===== config.mk =====
export PLATFORM = sky130hd
export DESIGN_NAME = spi_slave_link_flat
export DESIGN_NICKNAME = d
export VERILOG_FILES = /design/src/rtl/spi_slave_link_pkg.sv /design/src/rtl/spi_slave_link_if.sv /design/src/rtl/spi_slave_link_tx_fifo.sv /design/src/rtl/spi_slave_link.sv /design/src/flat_wrapper.sv
export SDC_FILE = /design/constraint.sdc
export NUM_CORES = 1
export LEC_CHECK = 0
export ABC_AREA = 0
export BUFFER_PORTS_ARGS = -buffer_cell sky130_fd_sc_hd__buf_2
export CAP_MARGIN = 5
export CELL_PAD_IN_SITES_DETAIL_PLACEMENT = 1
export CELL_PAD_IN_SITES_GLOBAL_PLACEMENT = 1
export CORE_MARGIN = 2
export CORE_UTILIZATION = 51
export DETAILED_ROUTE_END_ITERATION = 6
export PLACE_DENSITY = 0.86
export SETUP_SLACK_MARGIN = 0.4
export SLEW_MARGIN = 10
export SYNTH_ARGS = -nofsm -noshare
export SYNTH_HDL_FRONTEND = slang
export SYNTH_SLANG_ARGS = --single-unit

===== constraint.sdc =====
create_clock -name sysClk -period 3.6 [get_ports sysClk]
set_input_delay 0.54 -clock sysClk [delete_from_list [all_inputs] [get_ports sysClk]]
set_output_delay 0.54 -clock sysClk [all_outputs]
set_load 0.05 [all_outputs]

===== src/rtl/spi_slave_link_pkg.sv =====
// Purpose: shared types and constants for the SPI slave link (frame FSM states, frame limits, idle fill).
// Latency: n/a (declarations only).
// Backpressure: n/a.
package spi_link_pkg;

  // Frame state machine encoding
  typedef enum logic [1:0] {
    WAIT_IDLE = 2'd0,
    IDLE      = 2'd1,
    ACTIVE    = 2'd2
  } link_state_t;

  // Highest byte index reported within one frame; later bytes saturate here
  localparam logic [3:0] SPI_FRAME_MAX_BYTE = 4'd15;

  // Byte shifted out on MISO whenever the TX FIFO has nothing to offer
  localparam logic [7:0] DEFAULT_IDLE_FILL = 8'hFF;

endpackage


===== src/rtl/spi_slave_link_if.sv =====
// Purpose: bundles SPI pins, response-byte push port and RX/status outputs of the SPI slave link.
// Latency: n/a (wiring only).
// Backpressure: none on this bundle; tx_byte_valid is a strobe, overflow is reported via tx_overflow.
interface spi_slave_link_if #(
  parameter int CNT_W = 5
);
  logic             spi_sclk;
  logic             spi_cs_n;
  logic             spi_mosi;
  logic             spi_miso;
  logic [7:0]       tx_byte;
  logic             tx_byte_valid;
  logic [7:0]       spi_byte;
  logic             spi_input_valid;
  logic [3:0]       spi_byte_num;
  logic             frame_active;
  logic             frame_done;
  logic [CNT_W-1:0] tx_fifo_count;
  logic             tx_fifo_full;
  logic             tx_overflow;
  logic             frame_error;

  // Link side: samples pins and push strobe, drives MISO and status
  modport slave (
    input  spi_sclk, spi_cs_n, spi_mosi, tx_byte, tx_byte_valid,
    output spi_miso, spi_byte, spi_input_valid, spi_byte_num,
           frame_active, frame_done, tx_fifo_count, tx_fifo_full,
           tx_overflow, frame_error
  );

  // Environment side: SPI master plus the response-byte producer
  modport master (
    output spi_sclk, spi_cs_n, spi_mosi, tx_byte, tx_byte_valid,
    input  spi_miso, spi_byte, spi_input_valid, spi_byte_num,
           frame_active, frame_done, tx_fifo_count, tx_fifo_full,
           tx_overflow, frame_error
  );

endinterface


===== src/rtl/spi_slave_link_tx_fifo.sv =====
// Purpose: synchronous response-byte FIFO with occupancy count, full flag and sticky overflow.
// Latency: push visible in count next cycle; pop_dat is combinational from the head entry.
// Backpressure: none upstream; a push while full (without a same-cycle pop) is dropped and sets overflow.
module spi_tx_fifo #(
  parameter int DEPTH = 16,
  parameter int WIDTH = 8
) (
  input  logic                   clk,
  input  logic                   reset,
  input  logic                   push,
  input  logic [WIDTH-1:0]       push_dat,
  input  logic                   pop,
  output logic [WIDTH-1:0]       pop_dat,
  output logic                   empty,
  output logic                   full,
  output logic [$clog2(DEPTH):0] count,
  output logic                   overflow
);
  localparam int AW = $clog2(DEPTH);
  localparam int CW = AW + 1;

  logic [WIDTH-1:0] mem [DEPTH];
  logic [AW-1:0]    wr_ptr;
  logic [AW-1:0]    rd_ptr;
  logic [CW-1:0]    cnt;
  logic             ovf_q;
  logic             pop_ok;
  logic             push_ok;

  // A pop frees a slot in the same cycle, so push+pop while full both proceed
  assign pop_ok  = pop & (cnt != '0);
  assign push_ok = push & (!full | pop_ok);

  assign empty    = (cnt == '0);
  assign full     = (cnt == CW'(DEPTH));
  assign count    = cnt;
  assign overflow = ovf_q;
  assign pop_dat  = mem[rd_ptr];

  // Storage array; contents need no reset because pointers define validity
  always_ff @(posedge clk) begin
    if (push_ok) begin
      mem[wr_ptr] <= push_dat;
    end
  end

  // Pointer, occupancy and sticky-overflow bookkeeping
  always_ff @(posedge clk) begin
    if (reset) begin
      wr_ptr <= '0;
      rd_ptr <= '0;
      cnt    <= '0;
      ovf_q  <= 1'b0;
    end else begin
      if (push_ok) wr_ptr <= wr_ptr + AW'(1);
      if (pop_ok)  rd_ptr <= rd_ptr + AW'(1);
      cnt <= cnt + CW'(push_ok) - CW'(pop_ok);
      if (push && !push_ok) ovf_q <= 1'b1;
    end
  end

endmodule


===== src/rtl/spi_slave_link.sv =====
// Purpose: SPI mode-0 slave (MSB first) deserializing MOSI bytes and serving MISO bytes from a TX FIFO.
// Latency: pin edges act SYNC_STAGES+1 sysClk later; spi_input_valid one cycle after the 8th SCLK rise is seen.
// Backpressure: none; RX bytes are strobed out unconditionally, TX pushes to a full FIFO drop and set tx_overflow.
// Optional: define SPI_PARTIAL_BYTE_ERR_EN to flag frames that end mid-byte on frame_error.
module spi_slave_link
  import spi_link_pkg::*;
#(
  parameter int         TX_FIFO_DEPTH = 16,
  parameter int         SYNC_STAGES   = 2,
  parameter logic [7:0] IDLE_FILL     = DEFAULT_IDLE_FILL
) (
  input logic          sysClk,
  input logic          reset,
  spi_slave_link_if.slave bus
);
  localparam int CNT_W = $clog2(TX_FIFO_DEPTH) + 1;

  logic [SYNC_STAGES-1:0] sclk_sr;
  logic [SYNC_STAGES-1:0] cs_sr;
  logic [SYNC_STAGES-1:0] mosi_sr;
  logic                   sclk_prev;
  logic                   cs_prev;
  logic                   sclk_s;
  logic                   cs_s;
  logic                   mosi_s;
  logic                   sclk_rise;
  logic                   sclk_fall;
  logic                   cs_rise;
  logic                   cs_fall;

  link_state_t state;
  link_state_t state_nxt;
  logic        frame_start;
  logic        frame_end;
  logic        bit_in;
  logic        tx_shift_en;
  logic        byte_last;

  logic [2:0]  bit_cnt;
  logic [3:0]  byte_cnt;
  logic [7:0]  rx_shift;
  logic [7:0]  tx_shift;
  logic [7:0]  tx_load;
  logic [7:0]  spi_byte_q;
  logic        spi_valid_q;
  logic [3:0]  spi_num_q;
  logic        frame_done_q;

  logic             fifo_pop;
  logic [7:0]       fifo_pop_dat;
  logic             fifo_empty;
  logic             fifo_full;
  logic [CNT_W-1:0] fifo_count;
  logic             fifo_overflow;

  // Pin synchronizers plus one history flop for SCLK/CS edge detection.
  // CS resets to "asserted" so a frame already running at reset is not mistaken for a new one.
  always_ff @(posedge sysClk) begin
    if (reset) begin
      sclk_sr   <= '0;
      cs_sr     <= '0;
      mosi_sr   <= '0;
      sclk_prev <= 1'b0;
      cs_prev   <= 1'b0;
    end else begin
      sclk_sr   <= {sclk_sr[SYNC_STAGES-2:0], bus.spi_sclk};
      cs_sr     <= {cs_sr[SYNC_STAGES-2:0], bus.spi_cs_n};
      mosi_sr   <= {mosi_sr[SYNC_STAGES-2:0], bus.spi_mosi};
      sclk_prev <= sclk_s;
      cs_prev   <= cs_s;
    end
  end

  assign sclk_s    = sclk_sr[SYNC_STAGES-1];
  assign cs_s      = cs_sr[SYNC_STAGES-1];
  assign mosi_s    = mosi_sr[SYNC_STAGES-1];
  assign sclk_rise = sclk_s & ~sclk_prev;
  assign sclk_fall = ~sclk_s & sclk_prev;
  assign cs_rise   = cs_s & ~cs_prev;
  assign cs_fall   = ~cs_s & cs_prev;

  // Frame state register
  always_ff @(posedge sysClk) begin
    if (reset) state <= WAIT_IDLE;
    else       state <= state_nxt;
  end

  // Next state and per-cycle frame controls; only CS edges move the FSM
  always_comb begin
    state_nxt   = state;
    frame_start = 1'b0;
    frame_end   = 1'b0;
    bit_in      = 1'b0;
    tx_shift_en = 1'b0;
    case (state)
      WAIT_IDLE: begin
        if (cs_s) state_nxt = IDLE;
      end
      IDLE: begin
        if (cs_fall) begin
          state_nxt   = ACTIVE;
          frame_start = 1'b1;
        end
      end
      ACTIVE: begin
        if (cs_rise) begin
          state_nxt = IDLE;
          frame_end = 1'b1;
        end else begin
          bit_in      = sclk_rise;
          tx_shift_en = sclk_fall & (bit_cnt != 3'd0);
        end
      end
      default: state_nxt = WAIT_IDLE;
    endcase
  end

  // The next TX byte is fetched at frame start and right after each completed byte
  assign byte_last = bit_in & (bit_cnt == 3'd7);
  assign fifo_pop  = frame_start | byte_last;
  assign tx_load   = fifo_empty ? IDLE_FILL : fifo_pop_dat;

  // RX deserializer, byte strobe, byte index and TX shifter
  always_ff @(posedge sysClk) begin
    if (reset) begin
      bit_cnt      <= 3'd0;
      byte_cnt     <= 4'd0;
      rx_shift     <= 8'd0;
      tx_shift     <= IDLE_FILL;
      spi_byte_q   <= 8'd0;
      spi_valid_q  <= 1'b0;
      spi_num_q    <= 4'd0;
      frame_done_q <= 1'b0;
    end else begin
      spi_valid_q  <= 1'b0;
      frame_done_q <= frame_end;
      if (frame_start) begin
        bit_cnt  <= 3'd0;
        byte_cnt <= 4'd0;
        tx_shift <= tx_load;
      end
      if (bit_in) begin
        rx_shift <= {rx_shift[6:0], mosi_s};
        bit_cnt  <= bit_cnt + 3'd1;
        if (byte_last) begin
          spi_byte_q  <= {rx_shift[6:0], mosi_s};
          spi_valid_q <= 1'b1;
          spi_num_q   <= byte_cnt;
          if (byte_cnt != SPI_FRAME_MAX_BYTE) byte_cnt <= byte_cnt + 4'd1;
          // Reloaded here; the falling edge that follows sees bit_cnt==0 and holds the new MSB
          tx_shift <= tx_load;
        end
      end
      if (tx_shift_en) begin
        tx_shift <= {tx_shift[6:0], 1'b1};
      end
    end
  end

`ifdef SPI_PARTIAL_BYTE_ERR_EN
  logic frame_error_q;

  // Flag a frame that closed with a partially received byte
  always_ff @(posedge sysClk) begin
    if (reset) frame_error_q <= 1'b0;
    else       frame_error_q <= frame_end & (bit_cnt != 3'd0);
  end

  assign bus.frame_error = frame_error_q;
`else
  assign bus.frame_error = 1'b0;
`endif

  spi_tx_fifo #(
    .DEPTH (TX_FIFO_DEPTH),
    .WIDTH (8)
  ) u_tx_fifo (
    .clk      (sysClk),
    .reset    (reset),
    .push     (bus.tx_byte_valid),
    .push_dat (bus.tx_byte),
    .pop      (fifo_pop),
    .pop_dat  (fifo_pop_dat),
    .empty    (fifo_empty),
    .full     (fifo_full),
    .count    (fifo_count),
    .overflow (fifo_overflow)
  );

  assign bus.spi_miso        = (state == ACTIVE) ? tx_shift[7] : 1'b1;
  assign bus.spi_byte        = spi_byte_q;
  assign bus.spi_input_valid = spi_valid_q;
  assign bus.spi_byte_num    = spi_num_q;
  assign bus.frame_active    = (state == ACTIVE) & ~cs_s;
  assign bus.frame_done      = frame_done_q;
  assign bus.tx_fifo_count   = fifo_count;
  assign bus.tx_fifo_full    = fifo_full;
  assign bus.tx_overflow     = fifo_overflow;

endmodule


===== src/flat_wrapper.sv =====
// flat-port wrapper written by rule: the top's interface ports become plain ports
module spi_slave_link_flat import spi_link_pkg::*;
#(
  parameter int         TX_FIFO_DEPTH = 16,
  parameter int         SYNC_STAGES   = 2,
  parameter logic [7:0] IDLE_FILL     = DEFAULT_IDLE_FILL
)
  (sysClk, reset, bus_spi_sclk, bus_spi_cs_n, bus_spi_mosi, bus_tx_byte, bus_tx_byte_valid, bus_spi_miso, bus_spi_byte, bus_spi_input_valid, bus_spi_byte_num, bus_frame_active, bus_frame_done, bus_tx_fifo_count, bus_tx_fifo_full, bus_tx_overflow, bus_frame_error);
  spi_slave_link_if #(.CNT_W(($clog2((16)) + 1))) bus_i ();
  input logic sysClk;
  input logic reset;
  input wire logic [$bits(bus_i.spi_sclk)-1:0] bus_spi_sclk;
  input wire logic [$bits(bus_i.spi_cs_n)-1:0] bus_spi_cs_n;
  input wire logic [$bits(bus_i.spi_mosi)-1:0] bus_spi_mosi;
  input wire logic [$bits(bus_i.tx_byte)-1:0] bus_tx_byte;
  input wire logic [$bits(bus_i.tx_byte_valid)-1:0] bus_tx_byte_valid;
  output wire logic [$bits(bus_i.spi_miso)-1:0] bus_spi_miso;
  output wire logic [$bits(bus_i.spi_byte)-1:0] bus_spi_byte;
  output wire logic [$bits(bus_i.spi_input_valid)-1:0] bus_spi_input_valid;
  output wire logic [$bits(bus_i.spi_byte_num)-1:0] bus_spi_byte_num;
  output wire logic [$bits(bus_i.frame_active)-1:0] bus_frame_active;
  output wire logic [$bits(bus_i.frame_done)-1:0] bus_frame_done;
  output wire logic [$bits(bus_i.tx_fifo_count)-1:0] bus_tx_fifo_count;
  output wire logic [$bits(bus_i.tx_fifo_full)-1:0] bus_tx_fifo_full;
  output wire logic [$bits(bus_i.tx_overflow)-1:0] bus_tx_overflow;
  output wire logic [$bits(bus_i.frame_error)-1:0] bus_frame_error;
  assign bus_i.spi_sclk = bus_spi_sclk;
  assign bus_i.spi_cs_n = bus_spi_cs_n;
  assign bus_i.spi_mosi = bus_spi_mosi;
  assign bus_i.tx_byte = bus_tx_byte;
  assign bus_i.tx_byte_valid = bus_tx_byte_valid;
  assign bus_spi_miso = bus_i.spi_miso;
  assign bus_spi_byte = bus_i.spi_byte;
  assign bus_spi_input_valid = bus_i.spi_input_valid;
  assign bus_spi_byte_num = bus_i.spi_byte_num;
  assign bus_frame_active = bus_i.frame_active;
  assign bus_frame_done = bus_i.frame_done;
  assign bus_tx_fifo_count = bus_i.tx_fifo_count;
  assign bus_tx_fifo_full = bus_i.tx_fifo_full;
  assign bus_tx_overflow = bus_i.tx_overflow;
  assign bus_frame_error = bus_i.frame_error;
  spi_slave_link #(.TX_FIFO_DEPTH(TX_FIFO_DEPTH), .SYNC_STAGES(SYNC_STAGES), .IDLE_FILL(IDLE_FILL)) u_core (.sysClk(sysClk), .reset(reset), .bus(bus_i));
endmodule

Word-level counts from Yosys, hierarchy flattened
Memory sizes are Yosys's and may differ from the RTL's. A register that Yosys moved wholly into a read port is not among the register bits.
Index checks and enable logic that the tools add are counted.
{"block": "word_totals", "mem_bits_rw": 128, "n_memories": 1, "output_inout_bits": 24, "elab_cells": 92, "regBits": 60}
{"memory": "u_core.u_tx_fifo.mem", "depth": 16, "width": 8, "rd": 1, "rd_clocked_by_memory_dff": 1, "wr": 1, "line": "spi_slave_link_tx_fifo.sv:22", "text": "logic [WIDTH-1:0] mem [DEPTH];"}
{"block": "classes", "mux": 28, "n_reduce_logical": 13, "eq_ne": 8, "n_addsub": 6, "n_bitwise": 17}
{"op": "2-to-1 mux 8 bit", "n": 5}
{"op": "2-to-1 mux 4 bit", "n": 6}
{"op": "adder 4 x 1 -> 4 bit (second input constant)", "n": 3}
{"op": "2-to-1 mux 1 bit", "n": 11}
{"op": "AND 1 bit", "n": 9}
{"op": "2-to-1 mux 2 bit", "n": 3}
{"op": "2-to-1 mux 3 bit", "n": 2}
{"op": "inequality test 2 x 1 -> 1 bit (second input constant)", "n": 3}
{"op": "inverter 1 bit", "n": 6}
{"op": "case mux 2 bit (3 select lines)", "n": 1}
{"op": "OR reduction 2 bit", "n": 3}
{"op": "adder 5 x 1 -> 5 bit", "n": 1}
{"op": "== test 5 bit (second input constant)", "n": 1}
{"op": "zero test 5 bit", "n": 1}
{"op": "nonzero test 5 bit", "n": 1}
{"op": "subtractor 5 x 1 -> 5 bit", "n": 1}
{"op": "inequality test 4 bit (second input constant)", "n": 1}
{"op": "adder 3 x 1 -> 3 bit (second input constant)", "n": 1}
{"op": "== test 3 bit (second input constant)", "n": 1}
{"op": "AND reduction 3 bit", "n": 1}
{"op": "nonzero test 3 bit", "n": 1}
{"op": "== test 2 x 1 -> 1 bit (second input constant)", "n": 1}
{"op": "== test 2 bit (second input constant)", "n": 1}
{"op": "zero test 1 bit", "n": 2}
{"op": "other kinds (5)", "n": 6}

Depth between registers and ports, before layout
{"block": "logic_depth", "ltp_word": 11, "depth_mapped": 15, "mapped_depth_nobuf": 14}

Modules after synthesis
A second synthesis with hierarchy kept.
{"block": "unflattened", "hier_cells": 523, "hier_area_um2": 7759.9}
{"mod": "spi_tx_fifo", "cells_per_inst": 313, "instances": 1, "area_each_um2": 5839.4, "seq_area_each_um2": 4204.0}
{"mod": "spi_slave_link", "cells_per_inst": 210, "instances": 1, "area_each_um2": 1920.6, "seq_area_each_um2": 920.9}

Worst setup path after synthesis
Ideal clock, no wire load.
{"block": "synth_path", "path_kind": "register to register", "from": "reg u_core.u_tx_fifo.cnt[2] (netlist: u_core.u_tx_fifo.count[2])", "to": "reg u_core.u_tx_fifo.cnt[4] (netlist: u_core.u_tx_fifo.count[4])", "path_buffers": 1, "stages_incl_launch_ff": 16, "t_arrival_ns": 3.391, "t_required_ns": 3.530, "slack_ns": 0.139, "path_cell_list": "dfxtp_1 -> inv_1 -> ha_1 -> and4bb_2 -> o311ai_4 -> and2_1 -> buf_2 -> inv_1 -> ha_1 -> inv_1 -> ha_1 -> fa_1 -> a21oi_1 -> nor2_1 -> or3_1 -> a21oi_1"}
{"block": "synth_between", "elab_chain_cells": 6, "word_cells_on_any_way": 8, "classes_between": "add/sub: 2; eq/ne: 1; bitwise: 3; reduce/logical: 2"}
{"element": "from (decl)", "line": "spi_slave_link_tx_fifo.sv:25", "text": "logic [CW-1:0] cnt;"}
{"element": "from (signal assigned)", "line": "spi_slave_link_tx_fifo.sv:57", "text": "cnt <= cnt + CW'(push_ok) - CW'(pop_ok);"}
{"element": "== test 5 bit", "line": "spi_slave_link_tx_fifo.sv:35", "text": "assign full = (cnt == CW'(DEPTH));"}
{"element": "via bus_tx_fifo_full", "line": "flat_wrapper.sv:24", "text": "output wire logic [$bits(bus_i.tx_fifo_full)-1:0] bus_tx_fifo_full;"}
{"element": "zero test 1 bit", "line": "spi_slave_link_tx_fifo.sv:32", "text": "assign push_ok = push & (!full | pop_ok);"}
{"element": "bitwise OR 1 bit", "line": "spi_slave_link_tx_fifo.sv:32"}
{"element": "AND 1 bit", "line": "spi_slave_link_tx_fifo.sv:32"}
{"element": "adder 5 x 1 -> 5 bit", "line": "spi_slave_link_tx_fifo.sv:57"}
{"element": "subtractor 5 x 1 -> 5 bit", "line": "spi_slave_link_tx_fifo.sv:57"}
The timed path passes the listed nets, and every way through them passes these cells.
A chain may end at the register's enable or synchronous reset.

Final worst setup path
{"block": "layout_path", "from": "reg u_core.bit_cnt[0]", "to": "reg u_core.u_tx_fifo.cnt[4] (netlist: u_core.u_tx_fifo.count[4])"}
{"block": "layout_between", "elab_chain_cells": 8}
{"element": "from (decl)", "line": "spi_slave_link.sv:39", "text": "logic [2:0] bit_cnt;"}
{"element": "from (signal assigned)", "line": "spi_slave_link.sv:144", "text": "bit_cnt <= bit_cnt + 3'd1;"}
{"element": "== test 3 bit *", "line": "spi_slave_link.sv:119", "text": "assign byte_last = bit_in & (bit_cnt == 3'd7);"}
{"element": "AND 1 bit *", "line": "spi_slave_link.sv:119"}
{"element": "bitwise OR 1 bit *", "line": "spi_slave_link.sv:120", "text": "assign fifo_pop = frame_start | byte_last;"}
{"element": "AND 1 bit *", "line": "spi_slave_link_tx_fifo.sv:31", "text": "assign pop_ok = pop & (cnt != '0);"}
{"element": "via u_core.u_tx_fifo.pop_ok", "line": "spi_slave_link_tx_fifo.sv:27", "text": "logic pop_ok;"}
{"element": "bitwise OR 1 bit", "line": "spi_slave_link_tx_fifo.sv:32"}
{"element": "AND 1 bit", "line": "spi_slave_link_tx_fifo.sv:32"}
{"element": "adder 5 x 1 -> 5 bit", "line": "spi_slave_link_tx_fifo.sv:57"}
{"element": "subtractor 5 x 1 -> 5 bit *", "line": "spi_slave_link_tx_fifo.sv:57"}
The timed path passes the listed nets; every way through them passes the cells marked *.

==> impl_metrics.yaml <==
route:
  num_vias: 4681
  antenna_left: 0
  detail_route.drc_violations: 0
  drt-initial-drc-count: 402
  detailedRoute.firstPassIterationCount: 6
  finalWirelength_um: 18300
  post_drt_wl_per_cell_um: 24.1
  routed_via_density: 6.15
synth:
  netlist-cell-type-count: 61
  synthTopCellsByArea: "sky130_fd_sc_hd__edfxtp_1, sky130_fd_sc_hd__dfxtp_1, sky130_fd_sc_hd__mux4_2"
  synth_seq_cells: 192
  syn-mean-instance-area_um2: 15.0
  syn_inst: 521
  yosys_warnings: 0
  most_used_flip_flop_cell_after_synthesis: "sky130_fd_sc_hd__edfxtp_1"
  synth_sequential_area_ratio_pct: 65.4
  netlist.area_leader.share_pct: 49.1
  yosys_top_cell_by_area: "sky130_fd_sc_hd__edfxtp_1"
  syn_area_um2: 7830
  postSynthNetCount: 551
  synth_async_sr_flop_share_pct: 0
  synth_enable_flop_cells: 128
placed_design:
  post_dp_cell_area_um2: 8140
  place_ws_ns: 0.325
  port-buffer-count: 36
  hpwl_um: 11900
  gp_congestion: 0.791
setup_path:
  critPathBufInv: 1
  timing.critical_path.slowest_stage_cell: "sky130_fd_sc_hd__fa_2"
  worst_ep_arrival_time_ns: 3.45
  critical-path-top-cell-by-count: "sky130_fd_sc_hd__ha_1"
  critical_path.max_fanout: 4
  critPathLaunchType: "register"
  crit_path_end_kind: "register"
  worst_path_largest_cell_delay_ns: 0.39
  criticalPathCategory: "register to register"
  timing.critical_path.required_ns: 3.95
  r2r_slack_ns: 0.50
  worstPathCellList: "ha_1 -> ha_1 -> and3b_1 -> a31oi_4 -> nor2_1 -> ha_1 -> inv_1 -> ha_2 -> fa_2 -> a21oi_2 -> nor2_1 -> or3_1 -> a21oi_1"
  worst_path_dominant_cell_family: "adder cells"
grt:
  grt_max_degree: 60
  grtUsageTotal_pct: 23.9
  global_route.overflow_total: 0
  grt_first_pass_wirelength_um: 28600
  antenna_violations_before_repair: 0
  grt_pass1_vias: 4968
die:
  die_width_um: 128
  core_area_um2: 15100
  floorplan.die_area_um2: 16400
  initial_utilization_pct: 51.9
  total_i_o_pin_count: 38
  die_height_um: 128
  row_count: 45
clocking:
  numCtsBuffers: 17
  cts_tree: "yes"
  numClockSinks: 192
  holdBufCountCts: 0
  clock_path_buffers: 2
  insertion_delay_ns: 0.44
  clk_transition_reported_paths_ns: 0.07
  cts.root.buffer_cell: "sky130_fd_sc_hd__clkbuf_16"
  h-tree-depth: 4
power_and_ir_drop:
  pwr-share-seq_pct: 51.8
  clkPwrFrac_pct: 36.9
  swShare_pct: 26.2
  combPwrFrac_pct: 11.3
  static-leakage-power_nw: 3.08
  power.switching_mw: 1.24
  pwr_density_cell_nw_per_um2: 544
  worst_voltage_drop_across_the_vdd_grid_uv: 529
  internal_power_mw: 3.50
final_layout:
  layout-area-overhead-vs-synth_pct: 11.3
  drive_gt1_share_pct: 21.1
  final_design_area_no_fill_um2: 8720
  most_common_cell_after_layout_fill_and_taps_aside: "sky130_fd_sc_hd__edfxtp_1"
  diodes: 0
  fin_nets: 590
  final_cell_mix: "sky130_fd_sc_hd__edfxtp_1, sky130_fd_sc_hd__dfxtp_1, sky130_fd_sc_hd__buf_2, sky130_fd_sc_hd__nor2_1, sky130_fd_sc_hd__nand2_1"
sta:
  hold_violations: 0
  final_max_slew_viol_count: 0
  setup_viol: 0
  finalHoldWorstSlack_ns: 0.315
  clock-skew-final_ns: 0.00732
  max_slew.worst_pin.slew_ns: 1.13
  rsz0062_at_grt: "false"
  max_slew_margin_pct: 24.4
  maxClockFrequency_mhz: 323
  setup_slack_ns: 0.505
  post-route-min-period_ns: 3.10
  layout_worst_path_cycle_share_pct: 86.0
  setup_tns_after_final_layout_ns: 0
job:
  maxCapViolations: 0
run_status:
  status: "finished clean"
min_path:
  hold_path_class: "input port to register"
-- cells in the mapped netlist (11+ instances only) --
cell,n
sky130_fd_sc_hd__ha_1,15
sky130_fd_sc_hd__edfxtp_1,128
sky130_fd_sc_hd__clkbuf_1,11
sky130_fd_sc_hd__mux4_2,24
sky130_fd_sc_hd__nor2_1,35
sky130_fd_sc_hd__mux2i_1,11
sky130_fd_sc_hd__dfxtp_1,64
sky130_fd_sc_hd__nand2_1,33
sky130_fd_sc_hd__and3_1,12
sky130_fd_sc_hd__a21oi_1,28
sky130_fd_sc_hd__inv_1,14
sky130_fd_sc_hd__nor2b_1,18
-- worst paths after layout --
check	cells after the start	endpoint	startpoint
max	13	u_core.u_tx_fifo.count[4]$_SDFF_PP0_	u_core.bit_cnt[0]$_SDFFE_PP0P_
min reg2reg	2	u_core.bus.spi_byte[0]$_SDFFE_PP0P_	u_core.bus.spi_byte[0]$_SDFFE_PP0P_
min	2	u_core.cs_sr[0]$_SDFF_PP0_	bus_spi_cs_n
max reg2reg	13	u_core.u_tx_fifo.count[4]$_SDFF_PP0_	u_core.bit_cnt[0]$_SDFFE_PP0P_
-- cells by family (layout without fill, tap and decap cells) --
group	Yosys count	in the layout	synth area share [%]
buffers and inverters	44	96	3.28
and+or+nand+nor	142	142	9.83
DFF	192	192	65.4
muxes	45	45	11.3
other	1	1	0.0479
xor gates and xnor gates	3	3	0.336
adders and majority gates	16	16	2.65
AOI/OAI and AO/OA	78	78	7.14
-- worst register-to-register path: cells and delay by family, from the launching register on --
family	cells	cell delay (ns)
AND/OR/NAND/NOR	4	0.79
AO/OA/AOI/OAI	3	0.56
buffers and inverters	1	0.05
flip-flops	1	0.32
adder cells (fa/ha/maj)	5	1.29
-- metrics by stage --
step	std cells	power, mW	util [%]
2_1_floorplan	521	2.83	-
3_3_place_gp	726	2.96	53.9
3_5_place_dp	726	3.01	53.9
4_1_cts	759	4.75	57.6
5_1_grt	761	4.88	57.8
6_report	761	4.74	57.8
-- power by group through the flow --
stage / Combinational, mW / Clock [mW] / Sequential, mW
floorplan: 0.272 / 0 / 2.56
global placement: 0.470 / 0 / 2.49
detailed placement: 0.507 / 0 / 2.51
CTS: 0.527 / 1.76 / 2.46
global route: 0.569 / 1.85 / 2.46
finish: 0.536 / 1.75 / 2.46
-- layout make-up --
class | instances | area, um2
clock buffers | 18 | 429
clock inverters | 14 | 109
fillers | 1434 | 6370
inverters | 14 | 52.6
multi-input cells | 285 | 2470
flip-flops and latches | 192 | 5140
well taps | 188 | 235
repair buffers | 50 | 285
-- flip-flops by register name, indices dropped and copies added, names as in the netlist, 3 cells and up, named ones only --
| name | count |
|---|---|
| u_core.u_tx_fifo.rd_ptr | 4 |
| u_core.u_tx_fifo.mem | 128 |
| u_core.u_tx_fifo.count | 5 |
| u_core.bus.spi_byte | 8 |
| u_core.bit_cnt | 3 |
| u_core.bus.spi_byte_num | 4 |
| u_core.rx_shift | 7 |
| u_core.tx_shift | 8 |
| u_core.byte_cnt | 4 |
| u_core.u_tx_fifo.wr_ptr | 4 |
-- layer usage --
layer  up-vias  wire [um]  part of all wire (%)  GRT usage (%)
li1       2080          -                     -              -
met1      2465       7910                    43           31.0
met2       102       9340                    51           39.0
met3        34        632                   3.4           5.30
met4         0        442                   2.4           10.1
met5         -          0                     0              0
-- repair_timing --
item,4_1_cts,5_1_grt
cloned,0,0
pin swaps,1,2
setup endpoints to repair,1,1
resized for setup,2,3
setup buffers,1,2
Note: power is estimated with default switching activity, not from simulation.
